File: config.mk
export PLATFORM = sky130hd
export DESIGN_NAME = bcd_adder_2digit
export DESIGN_NICKNAME = d
export VERILOG_FILES = /design/src/rtl/bcd_pkg.sv /design/src/rtl/bcd_digit_adder.sv /design/src/rtl/bcd_adder_2digit.sv
export SDC_FILE = /design/constraint.sdc
export NUM_CORES = 1
export LEC_CHECK = 0
export BUFFER_PORTS_ARGS = -buffer_cell sky130_fd_sc_hd__buf_4
export CAP_MARGIN = 20
export CORE_MARGIN = 4
export CORE_UTILIZATION = 45
export CTS_CLUSTER_SIZE = 25
export DETAILED_ROUTE_END_ITERATION = 6
export GPL_ROUTABILITY_DRIVEN = 0
export PLACE_DENSITY = 0.74
export SLEW_MARGIN = 20
export SYNTH_ARGS = -nofsm -noshare
export SYNTH_HDL_FRONTEND = slang
export SYNTH_SLANG_ARGS = --single-unit
export TNS_END_PERCENT = 50
File: constraint.sdc
create_clock -name clk -period 4.5 [get_ports clk]
set_input_delay 0.225 -clock clk [delete_from_list [all_inputs] [get_ports clk]]
set_output_delay 0.225 -clock clk [all_outputs]
set_load 0.02 [all_outputs]
File: src/rtl/bcd_pkg.sv
// Shared BCD types and constants for the decimal arithmetic datapath.
package bcd_pkg;

  typedef logic [3:0] bcd_digit_t;

  localparam int unsigned BCD_DIGIT_W    = 4;
  localparam int unsigned BCD_MAX_DIGIT  = 9;
  localparam int unsigned BCD_CORRECTION = 6;

endpackage : bcd_pkg

File: src/rtl/bcd_digit_adder.sv
// Combinational single-digit BCD adder with decimal carry and invalid-digit detect.
module bcd_digit_adder
  import bcd_pkg::*;
(
  input  bcd_digit_t a_d,
  input  bcd_digit_t b_d,
  input  logic       c_in,
  output bcd_digit_t sum_d,
  output logic       c_out,
  output logic       invalid
);

  localparam int unsigned TW = BCD_DIGIT_W + 1;

  logic [TW-1:0] t;

  assign t = TW'(a_d) + TW'(b_d) + TW'(c_in);

  // Sums above 9 skip the six unused codes; only the low nibble is kept.
  always_comb begin
    c_out   = 1'b0;
    sum_d   = t[BCD_DIGIT_W-1:0];
    invalid = 1'b0;
    if (t > TW'(BCD_MAX_DIGIT)) begin
      c_out = 1'b1;
      sum_d = BCD_DIGIT_W'(t + TW'(BCD_CORRECTION));
    end
    if ((a_d > BCD_DIGIT_W'(BCD_MAX_DIGIT)) || (b_d > BCD_DIGIT_W'(BCD_MAX_DIGIT))) begin
      invalid = 1'b1;
    end
  end

endmodule : bcd_digit_adder

File: src/rtl/bcd_adder_2digit.sv
// Registered packed-BCD adder: ripple of per-digit adders, one cycle latency,
// with a sticky-per-result flag for any non-BCD input digit.
module bcd_adder_2digit
  import bcd_pkg::*;
#(
  parameter int unsigned NUM_DIGITS = 2
) (
  input  logic                          clk,
  input  logic                          rst,
  input  logic                          in_valid,
  input  logic [BCD_DIGIT_W*NUM_DIGITS-1:0] a,
  input  logic [BCD_DIGIT_W*NUM_DIGITS-1:0] b,
  input  logic                          cin,
  output logic [BCD_DIGIT_W*NUM_DIGITS-1:0] s,
  output logic                          cout,
  output logic                          out_valid,
  output logic                          err
);

  localparam int unsigned W = BCD_DIGIT_W * NUM_DIGITS;

  logic [NUM_DIGITS:0]   carry_c;
  logic [W-1:0]          sum_c;
  logic [NUM_DIGITS-1:0] invalid_c;

  assign carry_c[0] = cin;

  // Carry ripples combinationally across all digits within the cycle.
  for (genvar i = 0; i < NUM_DIGITS; i++) begin : g_digit
    bcd_digit_adder u_digit (
      .a_d    (a[BCD_DIGIT_W*i +: BCD_DIGIT_W]),
      .b_d    (b[BCD_DIGIT_W*i +: BCD_DIGIT_W]),
      .c_in   (carry_c[i]),
      .sum_d  (sum_c[BCD_DIGIT_W*i +: BCD_DIGIT_W]),
      .c_out  (carry_c[i+1]),
      .invalid(invalid_c[i])
    );
  end

  // Result registers hold their value when no new operation is accepted.
  always_ff @(posedge clk) begin
    if (rst) begin
      s         <= '0;
      cout      <= 1'b0;
      err       <= 1'b0;
      out_valid <= 1'b0;
    end else begin
      out_valid <= in_valid;
      if (in_valid) begin
        s    <= sum_c;
        cout <= carry_c[NUM_DIGITS];
        err  <= |invalid_c;
      end
    end
  end

endmodule : bcd_adder_2digit

# Word level (Yosys, flattened, before mapping)
# Cells that the tools add are included.
# totals
register_bits,11
# op_classes
magnitude_cmp,6
n_mux,6
reduce_logical,3
n_addsub,6
# op_table
op,n
"4-bit greater-than comparator, second input constant",4
4-bit by 4-bit adder with 5-bit output,2
5-bit by 1-bit adder with 5-bit output,2
"5-bit by 4-bit greater-than comparator with 1-bit output, second input constant",2
"4-bit by 3-bit adder with 4-bit output, second input constant",2
4-bit two-way mux,2
1-bit two-way mux,4
1-bit logical OR,2
2-bit OR reduction,1

# Longest topological paths before layout
# logic_depth
word_depth,7
depth_mapped,15

# Modules after synthesis
# From an unflattened synthesis, not the netlist that was laid out.
# hier_totals
hier_cells,85
area_unflattened_um2,832.0
# modules_own_cells
module,instances,area_each_um2,cells_each
bcd_digit_adder,2,225.2,25
bcd_adder_2digit,1,381.6,35

# Worst setup path before layout
# OpenSTA, ideal clock, no wires.
# synth_timing
kind,in2reg
from,in a[0]
to,reg s[6]
cell_stages,14
slack_ns,0.685
required_ns,4.379
arrival_ns,3.694
path_cell_list,fa_1 fa_1 xnor2_1 ha_1 a21boi_0 nor2_1 a21boi_2 fa_1 inv_1 fa_1 a21o_2 a21oi_1 o31a_2 mux2_2
# synth_via
elab_chain_cells,7
elab_cells_between_ends,8
# synth_lines
element,line_no,rtl
from (decl),bcd_adder_2digit.sv:11,"input logic [BCD_DIGIT_W*NUM_DIGITS-1:0] a,"
4-bit by 4-bit adder with 5-bit output *,bcd_digit_adder.sv:17,assign t = TW'(a_d) + TW'(b_d) + TW'(c_in);
5-bit by 1-bit adder with 5-bit output *,bcd_digit_adder.sv:17,
5-bit by 4-bit greater-than comparator with 1-bit output *,bcd_digit_adder.sv:24,if (t > TW'(BCD_MAX_DIGIT)) begin
1-bit two-way mux *,bcd_digit_adder.sv:24,
5-bit by 1-bit adder with 5-bit output *,bcd_digit_adder.sv:17,
4-bit by 3-bit adder with 4-bit output / 5-bit by 4-bit greater-than comparator with 1-bit output (equally long branches),"bcd_digit_adder.sv:26, bcd_digit_adder.sv:24",
4-bit two-way mux *,bcd_digit_adder.sv:24,
to (signal assigned),bcd_adder_2digit.sv:50,s <= sum_c;
to (decl),bcd_adder_2digit.sv:14,"output logic [BCD_DIGIT_W*NUM_DIGITS-1:0] s,"
# Mark *: on every way between the ends. The rest lies on a longest branch, timed or not.
# A chain may end at the register's enable or synchronous reset.

# Worst setup path in the final report
# Same ends and word-level chain as after synthesis.

==> run metrics <==
delay of the slowest critical-path stage=0.45 ns; die area=0.00267 mm^2; worst-path cell chain=buf_4 > fa_1 > fa_1 > xnor2_1 > ha_1 > a21boi_0 > nor2_1 > a21boi_2 > fa_1 > inv_1 > fa_1 > xnor2_1 > nor3b_1 > o31a_2 > mux2_2; Hold-fix buffers, CTS=0; slew of the pin with the lowest slew margin=0.430 ns; CTS Buf Count=3; leak pwr=0.536 nW; CP Class=in -> reg; antenna viol nets, final=0; PortBufs=30; Sink Count=11; Sequential Power Share=33.2%; Slew Limit Fails=0; routed wire length=1.97 mm; Clk network pwr share=18.0%; RSZ-0062 raised after global routing=false; share of layout cells above drive strength 1=30.0%; Slew HR=71.3%; Sw Share=36.9%; Largest delay share family, worst path=adder cells; nets@finish=164; Synth cell types=35; placed cell count=151; vias per cell=5.40; post-CTS sizing=0; setup TNS=0 ns; Top cell by count, worst path=fa_1; Syn Nets=129; die height=51.7 um; clk_skew=0 ns; FF+latch area=220 um^2; Synth area leaders=dfxtp_1 (26%), ha_1 (13%), fa_1 (9.3%); Yosys reg bits=11; post-synthesis sequential area ratio=25.6%; clock slew at reported path FFs=0.07 ns; CTS Buffer Depth=2; pwr dens=318 mW/mm^2; area of the multi-input gates=613 um^2; vias=837; filler instances=176; Synth top area share=25.6%; root buf cell=clkbuf_4; DR iter-0 viols=20; H-tree levels=1; post-route insts no fill=155; ANT cells=0; Die Width=51.7 um; WP depth=15; crit path max fanout=4; largest area contributor in the netlist=dfxtp_1; synth warn=0; Area Growth Syn to Fin=33.3%; worst path bufs/invs=2; Tcrit/Tclk final=89.2%; sw power=0.134 mW; Worst setup SP type=input port; 1st-pass router iterations=4; total power draw=0.364 mW; worst hold stages=2; Max VDD drop=0.000136 V; first-pass GRT wire length=3.51 mm; num rows=15; Max Fclk=249 MHz; Internal=0.230 mW; Worst R2R Path Depth=3; final-report hold violation count=0; Hold Slack=0.185 ns; number of remaining DRC errors=0; total track usage=17.2%; Wirelength per Cell=12.7 um; Post-Syn Area per Cell=8.95 um^2; Comb power frac=48.7%; CP arrival=4.16 ns; status=finished, final reports clean; Max Cap Viol=0; largest net degree at the start of global routing=16; # Post-CTS Setup Buffers=0; Initial Util=48.7%; CP endpoint kind=flip-flop; vias in the first global route=813; Overflow after GRT=0; Ports=31; CORE AREA=0.00176 mm^2; worst skew pair latency=0.26 ns; initial antenna violation count=0; internal reg-to-reg setup slack=3.64 ns; post-synthesis instance total=96; # setup viols final=0; Hold Crit Class=in -> reg; CTS tree=done; Crit-path slowest cell=fa_1; Mapped Area=860 um^2; min Tclk post-route=4.01 ns; Crit path required time=4.65 ns; hpwl dp=1.70 mm
==> Yosys cell counts <==
master / number
o21ai_0: 10
inv_1: 6
a21boi_0: 1
and4_1: 1
o21bai_1: 1
a221oi_1: 1
o31a_2: 1
nor3b_1: 1
o21a_1: 1
a21oi_1: 5
a211oi_1: 4
dfxtp_1: 11
nand4_1: 4
and3_1: 1
a21o_1: 2
nor2_1: 8
a21o_2: 1
or4_1: 1
a41oi_1: 1
nand3_1: 1
nand2b_1: 1
o31ai_1: 1
ha_1: 9
xnor2_1: 4
clkbuf_1: 1
mux2i_1: 1
mux2_2: 2
xor2_1: 1
nand3b_1: 1
o211ai_1: 1
fa_1: 4
o311a_1: 1
a21boi_2: 1
nand2_1: 5
a31oi_1: 1
==> layout by cell type (no fill, tap or decap), types with 2 or more instances in the layout <==
| cell type | instances |
|---|---|
| buf_4 | 31 |
| dfxtp_1 | 11 |
| o21ai_0 | 10 |
| ha_1 | 9 |
| nor2_1 | 8 |
| inv_1 | 6 |
| a21oi_1 | 5 |
| nand2_1 | 5 |
| xnor2_1 | 4 |
| a211oi_1 | 4 |
| nand4_1 | 4 |
| fa_1 | 4 |
| clkbuf_4 | 3 |
| a21o_1 | 2 |
| mux2_2 | 2 |
==> power by group through the flow <==
stage	sequential, mW	combinational, mW	clock [mW]
final	0.121	0.177	0.0656
after global routing	0.124	0.198	0.0745
after CTS	0.121	0.179	0.0676
after detailed placement	0.124	0.178	0
after global placement	0.122	0.174	0
after floorplan	0.141	0.0960	0
==> per-layer routing <==
metal | vias up | share of wire (%) | global-route usage (%)
met5 | - | 0 | 0
met2 | 39 | 48 | 28.8
met4 | 0 | 1.4 | 4.80
li1 | 425 | - | -
met1 | 369 | 42 | 22.3
met3 | 4 | 8.3 | 3.44
==> metrics by stage <==
step | cell area, um^2 | worst slack, ns | util [%]
after global placement | 1120 | 0.401 | 63.5
after CTS | 1150 | 0.548 | 65.0
final | 1150 | 0.488 | 65.0
after detailed placement | 1120 | 0.285 | 63.5
after floorplan | 860 | 0.685 | -
after global routing | 1150 | 0.232 | 65.0
==> state kept, by name, summed over array words and instances, names as in the netlist <==
signal / cells
out_valid: 1
cout: 1
s: 8
err: 1
==> path summary, 6_finish.rpt <==
path | from | endpoint
max | a[0] | s[6]
min | rst | s[0]
max reg2reg | s[6] | s[6]
min reg2reg | s[4] | s[4]
==> cell families after synthesis <==
group | after synthesis | share of synthesized area, %
adders and majority gates | 13 | 22.4
and+or+nand+nor | 24 | 14.3
DFF | 11 | 25.6
muxes | 3 | 3.78
xor gates and xnor gates | 5 | 5.09
buffers and inverters | 7 | 3.06
AOI/OAI and AO/OA | 33 | 25.8
==> layout make-up <==
| class | instances | area share, % |
|---|---|---|
| multi-input cells | 78 | 53.5 |
| inverters | 6 | 1.97 |
| clock buffers | 4 | 2.29 |
| well taps | 25 | 2.73 |
| flip-flops and latches | 11 | 19.2 |
| repair buffers | 31 | 20.3 |
Power figures use the tool's default switching activity.
